File: src/rtl/axi_sram_master_pkg.sv
// Shared definitions for the SRAM-like to AXI3 master bridge.
// Contents: AXI3 field widths, fixed burst/response encodings and the
// state types of the read and write FSMs.
package axi_sram_master_pkg;

    localparam int LEN_W   = 4;   // AXI3 burst length field
    localparam int SIZE_W  = 3;
    localparam int BURST_W = 2;
    localparam int LOCK_W  = 2;   // AXI3 lock field
    localparam int CACHE_W = 4;
    localparam int PROT_W  = 3;
    localparam int RESP_W  = 2;

    localparam logic [BURST_W-1:0] BURST_INCR = 2'b01;
    localparam logic [RESP_W-1:0]  RESP_OKAY  = 2'b00;

    typedef enum logic {
        R_IDLE = 1'b0,
        R_ADDR = 1'b1
    } r_state_t;

    typedef enum logic [1:0] {
        W_IDLE = 2'd0,
        W_ADDR = 2'd1,
        W_RESP = 2'd2
    } w_state_t;

endpackage

File: src/rtl/axi_sram_master_if.sv
// AXI3 bus between the bridge (master modport) and the interconnect
// (slave modport). All five channels follow the usual AXI rule: a beat
// transfers on a rising clock edge where valid and ready are both high;
// valid, once raised, holds its payload stable until that edge, and
// valid never waits on ready.
interface axi_sram_master_if #(
    parameter int DATA_W = 32,
    parameter int ADDR_W = 32,
    parameter int ID_W   = 4
);
    import axi_sram_master_pkg::*;

    // read address
    logic [ID_W-1:0]     arid;
    logic [ADDR_W-1:0]   araddr;
    logic [LEN_W-1:0]    arlen;
    logic [SIZE_W-1:0]   arsize;
    logic [BURST_W-1:0]  arburst;
    logic [LOCK_W-1:0]   arlock;
    logic [CACHE_W-1:0]  arcache;
    logic [PROT_W-1:0]   arprot;
    logic                arvalid;
    logic                arready;
    // read data
    logic [ID_W-1:0]     rid;
    logic [DATA_W-1:0]   rdata;
    logic [RESP_W-1:0]   rresp;
    logic                rlast;
    logic                rvalid;
    logic                rready;
    // write address
    logic [ID_W-1:0]     awid;
    logic [ADDR_W-1:0]   awaddr;
    logic [LEN_W-1:0]    awlen;
    logic [SIZE_W-1:0]   awsize;
    logic [BURST_W-1:0]  awburst;
    logic [LOCK_W-1:0]   awlock;
    logic [CACHE_W-1:0]  awcache;
    logic [PROT_W-1:0]   awprot;
    logic                awvalid;
    logic                awready;
    // write data
    logic [ID_W-1:0]     wid;
    logic [DATA_W-1:0]   wdata;
    logic [DATA_W/8-1:0] wstrb;
    logic                wlast;
    logic                wvalid;
    logic                wready;
    // write response
    logic [ID_W-1:0]     bid;
    logic [RESP_W-1:0]   bresp;
    logic                bvalid;
    logic                bready;

    modport master (
        output arid, araddr, arlen, arsize, arburst, arlock, arcache, arprot, arvalid,
        input  arready,
        input  rid, rdata, rresp, rlast, rvalid,
        output rready,
        output awid, awaddr, awlen, awsize, awburst, awlock, awcache, awprot, awvalid,
        input  awready,
        output wid, wdata, wstrb, wlast, wvalid,
        input  wready,
        input  bid, bresp, bvalid,
        output bready
    );

    modport slave (
        input  arid, araddr, arlen, arsize, arburst, arlock, arcache, arprot, arvalid,
        output arready,
        output rid, rdata, rresp, rlast, rvalid,
        input  rready,
        input  awid, awaddr, awlen, awsize, awburst, awlock, awcache, awprot, awvalid,
        output awready,
        input  wid, wdata, wstrb, wlast, wvalid,
        output wready,
        output bid, bresp, bvalid,
        input  bready
    );

endinterface

File: src/rtl/axi_rd_tracker.sv
// Outstanding-read bookkeeping for the bridge.
// Ports: ar_hs / r_hs are the AR and R handshakes seen this cycle; r_id,
// r_last, r_data, r_resp are the R beat fields. rd_cnt is the number of
// reads issued and not yet returned, rd_full says no more may be issued.
// ret_ok/ret_data/ret_err are the registered return pulse and payload.
module axi_rd_tracker
    import axi_sram_master_pkg::*;
#(
    parameter int  DATA_W     = 32,
    parameter int  ID_W       = 4,
    parameter int  RD_ID      = 0,
    parameter int  MAX_RD_OUT = 4,
    localparam int CNT_W      = $clog2(MAX_RD_OUT + 1)
) (
    input  logic              clk,
    input  logic              resetn,
    input  logic              ar_hs,
    input  logic              r_hs,
    input  logic [ID_W-1:0]   r_id,
    input  logic              r_last,
    input  logic [DATA_W-1:0] r_data,
    input  logic [RESP_W-1:0] r_resp,
    output logic [CNT_W-1:0]  rd_cnt,
    output logic              rd_full,
    output logic              ret_ok,
    output logic [DATA_W-1:0] ret_data,
    output logic              ret_err
);

    // Beats carrying a foreign ID are accepted (rready is always high) but
    // neither counted nor reported.
    logic ret_hs;
    assign ret_hs  = r_hs && r_last && (r_id == ID_W'(RD_ID));
    assign rd_full = (rd_cnt == CNT_W'(MAX_RD_OUT));

    always_ff @(posedge clk or negedge resetn) begin
        if (!resetn) begin
            rd_cnt   <= '0;
            ret_ok   <= 1'b0;
            ret_err  <= 1'b0;
            ret_data <= '0;
        end else begin
            ret_ok  <= ret_hs;
            ret_err <= ret_hs && (r_resp != RESP_OKAY);
            if (ret_hs) begin
                ret_data <= r_data;
            end
            // issue and return in the same cycle cancel out
            case ({ar_hs, ret_hs})
                2'b10:   rd_cnt <= rd_cnt + CNT_W'(1);
                2'b01:   rd_cnt <= rd_cnt - CNT_W'(1);
                default: rd_cnt <= rd_cnt;
            endcase
        end
    end

endmodule

File: src/rtl/axi_sram_master.sv
// SRAM-like request port to AXI3 master bridge, single-beat transfers.
// Ports: clk, resetn (async, active low); request side req/wr/size/addr/
// wdata/wstrb with addr_ok (accepted) and data_ok/rdata/resp_err (done)
// pulses; axi is the AXI3 master; dbg_* expose FSM states and rd_cnt.
// Reads may be pipelined up to MAX_RD_OUT deep; a write only starts with
// no read outstanding and blocks reads until its B response, which keeps
// RAW/WAR ordering without comparing addresses.
module axi_sram_master
    import axi_sram_master_pkg::*;
#(
    parameter int  DATA_W     = 32,
    parameter int  ADDR_W     = 32,
    parameter int  ID_W       = 4,
    parameter int  RD_ID      = 0,
    parameter int  WR_ID      = 1,
    parameter int  MAX_RD_OUT = 4,
    localparam int CNT_W      = $clog2(MAX_RD_OUT + 1)
) (
    input  logic                clk,
    input  logic                resetn,
    input  logic                req,
    input  logic                wr,
    input  logic [SIZE_W-1:0]   size,
    input  logic [ADDR_W-1:0]   addr,
    input  logic [DATA_W-1:0]   wdata,
    input  logic [DATA_W/8-1:0] wstrb,
    output logic                addr_ok,
    output logic                data_ok,
    output logic [DATA_W-1:0]   rdata,
    output logic                resp_err,
    axi_sram_master_if.master   axi,
    output r_state_t            dbg_r_state,
    output w_state_t            dbg_w_state,
    output logic [CNT_W-1:0]    dbg_rd_cnt
);

    r_state_t r_state, r_next;
    w_state_t w_state, w_next;

    logic                ready_q;
    logic                arvalid_q, awvalid_q, wvalid_q;
    logic [ADDR_W-1:0]   araddr_q, awaddr_q;
    logic [SIZE_W-1:0]   arsize_q, awsize_q;
    logic [DATA_W-1:0]   wdata_q;
    logic [DATA_W/8-1:0] wstrb_q;
    logic                wr_ok_q, wr_err_q;

    logic [CNT_W-1:0]    rd_cnt;
    logic                rd_full, rd_ok, rd_err;
    logic [DATA_W-1:0]   rd_data;
    logic                ar_hs, r_start, w_start, aw_ok, w_ok;

    assign ar_hs = arvalid_q && axi.arready;
    // a channel is finished once its valid has dropped or it completes now
    assign aw_ok = !awvalid_q || axi.awready;
    assign w_ok  = !wvalid_q  || axi.wready;

    axi_rd_tracker #(
        .DATA_W     (DATA_W),
        .ID_W       (ID_W),
        .RD_ID      (RD_ID),
        .MAX_RD_OUT (MAX_RD_OUT)
    ) u_rd_tracker (
        .clk      (clk),
        .resetn   (resetn),
        .ar_hs    (ar_hs),
        .r_hs     (axi.rvalid && ready_q),
        .r_id     (axi.rid),
        .r_last   (axi.rlast),
        .r_data   (axi.rdata),
        .r_resp   (axi.rresp),
        .rd_cnt   (rd_cnt),
        .rd_full  (rd_full),
        .ret_ok   (rd_ok),
        .ret_data (rd_data),
        .ret_err  (rd_err)
    );

    always_ff @(posedge clk or negedge resetn) begin
        if (!resetn) begin
            r_state <= R_IDLE;
            w_state <= W_IDLE;
        end else begin
            r_state <= r_next;
            w_state <= w_next;
        end
    end

    always_comb begin
        r_next  = r_state;
        w_next  = w_state;
        r_start = 1'b0;
        w_start = 1'b0;
        addr_ok = 1'b0;

        case (r_state)
            R_IDLE: begin
                if (req && !wr && !rd_full && w_state == W_IDLE) begin
                    r_next  = R_ADDR;
                    r_start = 1'b1;
                end
            end
            R_ADDR: begin
                if (axi.arready) begin
                    r_next  = R_IDLE;
                    addr_ok = 1'b1;
                end
            end
            default: r_next = R_IDLE;
        endcase

        case (w_state)
            W_IDLE: begin
                if (req && wr && rd_cnt == '0 && r_state == R_IDLE) begin
                    w_next  = W_ADDR;
                    w_start = 1'b1;
                end
            end
            W_ADDR: begin
                if (aw_ok && w_ok) begin
                    w_next  = W_RESP;
                    addr_ok = 1'b1;
                end
            end
            W_RESP: begin
                if (axi.bvalid) begin
                    w_next = W_IDLE;
                end
            end
            default: w_next = W_IDLE;
        endcase
    end

    always_ff @(posedge clk or negedge resetn) begin
        if (!resetn) begin
            ready_q   <= 1'b0;
            arvalid_q <= 1'b0;
            awvalid_q <= 1'b0;
            wvalid_q  <= 1'b0;
            araddr_q  <= '0;
            arsize_q  <= '0;
            awaddr_q  <= '0;
            awsize_q  <= '0;
            wdata_q   <= '0;
            wstrb_q   <= '0;
            wr_ok_q   <= 1'b0;
            wr_err_q  <= 1'b0;
        end else begin
            ready_q <= 1'b1;

            if (r_start) begin
                araddr_q  <= addr;
                arsize_q  <= size;
                arvalid_q <= 1'b1;
            end else if (ar_hs) begin
                arvalid_q <= 1'b0;
            end

            if (w_start) begin
                awaddr_q  <= addr;
                awsize_q  <= size;
                wdata_q   <= wdata;
                wstrb_q   <= wstrb;
                awvalid_q <= 1'b1;
                wvalid_q  <= 1'b1;
            end else begin
                if (awvalid_q && axi.awready) awvalid_q <= 1'b0;
                if (wvalid_q && axi.wready)   wvalid_q  <= 1'b0;
            end

            wr_ok_q  <= (w_state == W_RESP) && axi.bvalid;
            wr_err_q <= (w_state == W_RESP) && axi.bvalid && (axi.bresp != RESP_OKAY);
        end
    end

    // Reads and writes never overlap, so their done pulses can simply be ORed.
    assign data_ok  = rd_ok || wr_ok_q;
    assign resp_err = rd_err || wr_err_q;
    assign rdata    = rd_data;

    assign axi.arid    = ID_W'(RD_ID);
    assign axi.araddr  = araddr_q;
    assign axi.arlen   = '0;
    assign axi.arsize  = arsize_q;
    assign axi.arburst = BURST_INCR;
    assign axi.arlock  = '0;
    assign axi.arcache = '0;
    assign axi.arprot  = '0;
    assign axi.arvalid = arvalid_q;
    assign axi.rready  = ready_q;

    assign axi.awid    = ID_W'(WR_ID);
    assign axi.awaddr  = awaddr_q;
    assign axi.awlen   = '0;
    assign axi.awsize  = awsize_q;
    assign axi.awburst = BURST_INCR;
    assign axi.awlock  = '0;
    assign axi.awcache = '0;
    assign axi.awprot  = '0;
    assign axi.awvalid = awvalid_q;
    assign axi.wid     = ID_W'(WR_ID);
    assign axi.wdata   = wdata_q;
    assign axi.wstrb   = wstrb_q;
    assign axi.wlast   = 1'b1;
    assign axi.wvalid  = wvalid_q;
    assign axi.bready  = ready_q;

    assign dbg_r_state = r_state;
    assign dbg_w_state = w_state;
    assign dbg_rd_cnt  = rd_cnt;

    // writes are serialised, so the B channel ID carries no information
    logic unused_bid;
    assign unused_bid = ^axi.bid;

endmodule

File: src/flat_wrapper.sv
// flat-port wrapper written by rule: the top's interface ports become plain ports
module axi_sram_master_flat import axi_sram_master_pkg::*;
#(
    parameter int  DATA_W     = 32,
    parameter int  ADDR_W     = 32,
    parameter int  ID_W       = 4,
    parameter int  RD_ID      = 0,
    parameter int  WR_ID      = 1,
    parameter int  MAX_RD_OUT = 4,
    localparam int CNT_W      = $clog2(MAX_RD_OUT + 1)
)
  (clk, resetn, req, wr, size, addr, wdata, wstrb, addr_ok, data_ok, rdata, resp_err, dbg_r_state, dbg_w_state, dbg_rd_cnt, axi_arid, axi_araddr, axi_arlen, axi_arsize, axi_arburst, axi_arlock, axi_arcache, axi_arprot, axi_arvalid, axi_arready, axi_rid, axi_rdata, axi_rresp, axi_rlast, axi_rvalid, axi_rready, axi_awid, axi_awaddr, axi_awlen, axi_awsize, axi_awburst, axi_awlock, axi_awcache, axi_awprot, axi_awvalid, axi_awready, axi_wid, axi_wdata, axi_wstrb, axi_wlast, axi_wvalid, axi_wready, axi_bid, axi_bresp, axi_bvalid, axi_bready);
  axi_sram_master_if #(.DATA_W(DATA_W), .ADDR_W(ADDR_W), .ID_W(ID_W)) axi_i ();
  input  logic clk;
  input  logic resetn;
  input  logic req;
  input  logic wr;
  input  logic [SIZE_W-1:0] size;
  input  logic [ADDR_W-1:0] addr;
  input  logic [DATA_W-1:0] wdata;
  input  logic [DATA_W/8-1:0] wstrb;
  output logic addr_ok;
  output logic data_ok;
  output logic [DATA_W-1:0] rdata;
  output logic resp_err;
  output r_state_t dbg_r_state;
  output w_state_t dbg_w_state;
  output logic [CNT_W-1:0] dbg_rd_cnt;
  output wire logic [$bits(axi_i.arid)-1:0] axi_arid;
  output wire logic [$bits(axi_i.araddr)-1:0] axi_araddr;
  output wire logic [$bits(axi_i.arlen)-1:0] axi_arlen;
  output wire logic [$bits(axi_i.arsize)-1:0] axi_arsize;
  output wire logic [$bits(axi_i.arburst)-1:0] axi_arburst;
  output wire logic [$bits(axi_i.arlock)-1:0] axi_arlock;
  output wire logic [$bits(axi_i.arcache)-1:0] axi_arcache;
  output wire logic [$bits(axi_i.arprot)-1:0] axi_arprot;
  output wire logic [$bits(axi_i.arvalid)-1:0] axi_arvalid;
  input wire logic [$bits(axi_i.arready)-1:0] axi_arready;
  input wire logic [$bits(axi_i.rid)-1:0] axi_rid;
  input wire logic [$bits(axi_i.rdata)-1:0] axi_rdata;
  input wire logic [$bits(axi_i.rresp)-1:0] axi_rresp;
  input wire logic [$bits(axi_i.rlast)-1:0] axi_rlast;
  input wire logic [$bits(axi_i.rvalid)-1:0] axi_rvalid;
  output wire logic [$bits(axi_i.rready)-1:0] axi_rready;
  output wire logic [$bits(axi_i.awid)-1:0] axi_awid;
  output wire logic [$bits(axi_i.awaddr)-1:0] axi_awaddr;
  output wire logic [$bits(axi_i.awlen)-1:0] axi_awlen;
  output wire logic [$bits(axi_i.awsize)-1:0] axi_awsize;
  output wire logic [$bits(axi_i.awburst)-1:0] axi_awburst;
  output wire logic [$bits(axi_i.awlock)-1:0] axi_awlock;
  output wire logic [$bits(axi_i.awcache)-1:0] axi_awcache;
  output wire logic [$bits(axi_i.awprot)-1:0] axi_awprot;
  output wire logic [$bits(axi_i.awvalid)-1:0] axi_awvalid;
  input wire logic [$bits(axi_i.awready)-1:0] axi_awready;
  output wire logic [$bits(axi_i.wid)-1:0] axi_wid;
  output wire logic [$bits(axi_i.wdata)-1:0] axi_wdata;
  output wire logic [$bits(axi_i.wstrb)-1:0] axi_wstrb;
  output wire logic [$bits(axi_i.wlast)-1:0] axi_wlast;
  output wire logic [$bits(axi_i.wvalid)-1:0] axi_wvalid;
  input wire logic [$bits(axi_i.wready)-1:0] axi_wready;
  input wire logic [$bits(axi_i.bid)-1:0] axi_bid;
  input wire logic [$bits(axi_i.bresp)-1:0] axi_bresp;
  input wire logic [$bits(axi_i.bvalid)-1:0] axi_bvalid;
  output wire logic [$bits(axi_i.bready)-1:0] axi_bready;
  assign axi_arid = axi_i.arid;
  assign axi_araddr = axi_i.araddr;
  assign axi_arlen = axi_i.arlen;
  assign axi_arsize = axi_i.arsize;
  assign axi_arburst = axi_i.arburst;
  assign axi_arlock = axi_i.arlock;
  assign axi_arcache = axi_i.arcache;
  assign axi_arprot = axi_i.arprot;
  assign axi_arvalid = axi_i.arvalid;
  assign axi_i.arready = axi_arready;
  assign axi_i.rid = axi_rid;
  assign axi_i.rdata = axi_rdata;
  assign axi_i.rresp = axi_rresp;
  assign axi_i.rlast = axi_rlast;
  assign axi_i.rvalid = axi_rvalid;
  assign axi_rready = axi_i.rready;
  assign axi_awid = axi_i.awid;
  assign axi_awaddr = axi_i.awaddr;
  assign axi_awlen = axi_i.awlen;
  assign axi_awsize = axi_i.awsize;
  assign axi_awburst = axi_i.awburst;
  assign axi_awlock = axi_i.awlock;
  assign axi_awcache = axi_i.awcache;
  assign axi_awprot = axi_i.awprot;
  assign axi_awvalid = axi_i.awvalid;
  assign axi_i.awready = axi_awready;
  assign axi_wid = axi_i.wid;
  assign axi_wdata = axi_i.wdata;
  assign axi_wstrb = axi_i.wstrb;
  assign axi_wlast = axi_i.wlast;
  assign axi_wvalid = axi_i.wvalid;
  assign axi_i.wready = axi_wready;
  assign axi_i.bid = axi_bid;
  assign axi_i.bresp = axi_bresp;
  assign axi_i.bvalid = axi_bvalid;
  assign axi_bready = axi_i.bready;
  axi_sram_master #(.DATA_W(DATA_W), .ADDR_W(ADDR_W), .ID_W(ID_W), .RD_ID(RD_ID), .WR_ID(WR_ID), .MAX_RD_OUT(MAX_RD_OUT)) u_core (.clk(clk), .resetn(resetn), .req(req), .wr(wr), .size(size), .addr(addr), .wdata(wdata), .wstrb(wstrb), .addr_ok(addr_ok), .data_ok(data_ok), .rdata(rdata), .resp_err(resp_err), .axi(axi_i), .dbg_r_state(dbg_r_state), .dbg_w_state(dbg_w_state), .dbg_rd_cnt(dbg_rd_cnt));
endmodule
File: config.mk
export PLATFORM = sky130hd
export DESIGN_NAME = axi_sram_master_flat
export DESIGN_NICKNAME = d
export VERILOG_FILES = /design/src/rtl/axi_sram_master_pkg.sv /design/src/rtl/axi_sram_master_if.sv /design/src/rtl/axi_rd_tracker.sv /design/src/rtl/axi_sram_master.sv /design/src/flat_wrapper.sv
export SDC_FILE = /design/constraint.sdc
export NUM_CORES = 1
export LEC_CHECK = 0
export ABC_CLOCK_PERIOD_IN_PS = 2800
export BUFFER_PORTS_ARGS = -buffer_cell sky130_fd_sc_hd__buf_2
export CAP_MARGIN = 20
export CORE_AREA = 2 2 125 127
export CTS_CLUSTER_DIAMETER = 60
export DETAILED_ROUTE_END_ITERATION = 12
export DIE_AREA = 0 0 127 129
export MAX_ROUTING_LAYER = met4
export PLACE_DENSITY = 0.75
export REMOVE_ABC_BUFFERS = 1
export SYNTH_ARGS = -nofsm -noshare
export SYNTH_HDL_FRONTEND = slang
export SYNTH_HIERARCHICAL = 1
export SYNTH_SLANG_ARGS = --single-unit
File: constraint.sdc
create_clock -name clk -period 2.8 [get_ports clk]
set_clock_uncertainty 0.05 [all_clocks]
set_input_delay 0 -clock clk [delete_from_list [all_inputs] [get_ports clk]]
set_output_delay 0 -clock clk [all_outputs]
set_load 0.005 [all_outputs]
==> flow_summary.toml <==
[synth]
yosysWarningCount = 6
yosysUniqueCellTypes = 29
synth_area_mm2 = 0.00644
syn_inst = 390
netlist_top_cells_area = "dfrtp_1 (59%), mux2_4 (20%), mux2_2 (9.4%)"
synth-seq-cells = 152
synth_top_area_share = 0.590
avgSynthCellArea_um2 = 16.5
synth.largest_area_cell = "dfrtp_1"
synth_seq_area_share = 0.590

[timing]
setup_viol = 0
hold_ws_ps = 92.6
finalHoldViolations = 0
worst_pin_slew_ps = 597
fin_crit_ps = 2420
relSlewSlack = 0.602
rsz0062_at_grt = "no"
fin_crit_sh = 0.864
finalMaxSlewViolations = 0
fmax_mhz = 413

[detailed_routing]
ant_nets = 0
dr.first_iter.drc_count = 176
drc_errors = 0
avgViaCountPerCell = 4.61
vias = 4538
wl_per_cell_um = 16.6
dr.pass1.iters = 4
wl_mm = 16.3

[critical_path]
crit_chain = "or4b_1 > or3_2 > mux2_2 > dlygate4sd3_1"
cp.required_ps = 3040
reg2reg_slack_ps = 380
critical_path.slowest_cell = "dlygate4sd3_1"
crit_path_end_kind = "flop"
crit_buf_inv = 1
critical_path_class = "reg2reg"
path_max_fanout = 4
crit_path_max_incr_delay_ps = 560
cpLargestDelayFamily = "simple AND/OR/NAND/NOR gates"
crit_arrival_ps = 2660
cp-start-kind = "flop"

[clock_network]
cts-root-buf = "clkbuf_16"
clock_latency_ps = 410
cts_setup_buffers = 0
clk_pin_slew_worst_paths_ps = 60
cts_tree = "built"
htree_levels = 4
ctsResizeCount = 0
clock_path_buffers = 2
clock-sinks = 152
cts_made_buffers = 17

[layout]
area_growth_pct = 47.8
finalNetCount = 910
layout_common_cells = "buf_2 (271), dfrtp_1 (152), dlygate4sd3_1 (114), mux2_4 (85), mux2_2 (54)"
layout_commonest_cell = "buf_2"
drive_gt1_frac = 0.570
num_antenna_cells = 0
nFillCells = 1073

[die]
start_util = 0.430
die_x_um = 127
die_y_um = 129
io_pins = 320
core-area_mm2 = 0.0150
num_rows = 45
die_area_mm2 = 0.0164

[outcome]
outcome = "complete, no violations"

[global_route]
grt_start_max_net_pins = 75
grtUsageTotal = 0.205
grt_pass1_vias = 4825
gr-total-overflow = 0
antenna_found_initial = 0
grt_pass1_wl_mm = 25.3

[power]
powerDensity_mw_per_mm2 = 917
total_power_mw = 8.73
ir_drop_mv = 0.496
p_leak_nw = 5.08

[min_path]
hp-class = "in2async"

[place]
io_buffers = 272
dp_hpwl_mm = 10.0
gp_congestion = 0.824

[flow_run]
cap_violations = 0
-- repair_timing --
action	4_1_cts	5_1_grt
endpoints found under the hold margin	209	0
setup endpoints to repair	0	0
hold buffers	114	0
-- synth_stat cells --
cell type  number
or4b_1          1
and2_1          2
conb_1          2
buf_1           1
nor3b_1         1
nand2b_1        3
fa_1            1
dfrtp_1       152
ha_1            1
xnor2_1         2
buf_4          44
o21ai_0         3
buf_6           8
mux2_2         54
a211o_1         1
nor4_1          1
or4_4           1
or3_1           1
and3_1          2
nand2_1         6
o21a_1          2
buf_12          3
mux2_4         85
or2_2           2
xor2_1          1
nor2_1          1
buf_2           4
nand4b_1        1
inv_1           4
-- area by class of cell --
type / count / area, µm² / area share
Timing Repair Buffer: 392 / 2570 / 0.269
Sequential cell: 152 / 3800 / 0.399
Clock inverter: 13 / 169 / 0.0177
Inverter: 4 / 15.0 / 0.00158
Multi-Input combinational cell: 216 / 2280 / 0.240
Clock buffer: 19 / 453 / 0.0476
Tap cell: 188 / 235 / 0.0247
-- worst paths after layout --
path	from	to	cells after the start
max in group asynchronous	resetn	u_core/axi.araddr[16]	3
worst max register to register	u_core/dbg_w_state[0]	u_core/axi.araddr[30]	4
min in group clk	axi_rlast	u_core/u_rd_tracker/rd_cnt[0]	4
worst min register to register	u_core/axi.awaddr[30]	u_core/axi.awaddr[30]	1
worst max-delay path	u_core/dbg_w_state[0]	u_core/axi.araddr[30]	4
worst min-delay path	resetn	u_core/axi.wdata[10]	2
-- stage by stage --
| step | TNS (ps) | setup WS [ps] | std cells | utilization | cell area [µm²] |
|---|---|---|---|---|---|
| 2_1_floorplan | -171 | -171 | 372 | - | 6100 |
| 3_3_place_gp | 0 | 531 | 838 | 0.518 | 7760 |
| 3_5_place_dp | 0 | 499 | 838 | 0.518 | 7760 |
| 4_1_cts | 0 | 407 | 984 | 0.636 | 9520 |
| 5_1_grt | 0 | 308 | 984 | 0.636 | 9520 |
| 6_report | 0 | 381 | 984 | 0.636 | 9520 |
-- state kept, by name, indices dropped and copies added (netlist names) --
name,cells
u_core/axi.wdata,32
u_core/axi.wstrb,4
u_core/axi.araddr,32
u_core/u_rd_tracker/ret_ok,1
u_core/axi.arsize,3
u_core/axi.awaddr,32
u_core/wr_err_q,1
u_core/u_rd_tracker/rd_cnt,3
u_core/axi.arvalid,1
u_core/u_rd_tracker/ret_err,1
u_core/axi.awvalid,1
u_core/axi.wvalid,1
u_core/axi.bready,1
u_core/wr_ok_q,1
u_core/dbg_w_state,2
u_core/dbg_r_state,1
u_core/axi.awsize,3
u_core/u_rd_tracker/ret_data,32
-- cell families after synthesis --
family          count (synthesis)  share of synthesized area
fa+ha+maj                       2                    0.00505
simple gates                   22                     0.0206
buf+inv                        64                     0.0806
other cells                     2                    0.00117
flops                         152                      0.590
xor+xnor                        3                    0.00408
mux                           139                      0.292
compound gates                  6                    0.00602
-- power breakdown --
group	internal, mW	switching (mW)
Sequential	3.07	0.517
Clock	1.46	0.911
Combinational	1.76	1.01
Total	6.29	2.44
-- per-layer routing --
| metal | wire length [µm] | part of all wire | global-route usage |
|---|---|---|---|
| met1 | 6410 | 0.39 | 0.235 |
| met2 | 8650 | 0.53 | 0.349 |
| met3 | 1020 | 0.063 | 0.0574 |
| met4 | 245 | 0.015 | 0.0705 |
| met5 | 0 | 0 | - |
Power figures use the tool's default switching activity.
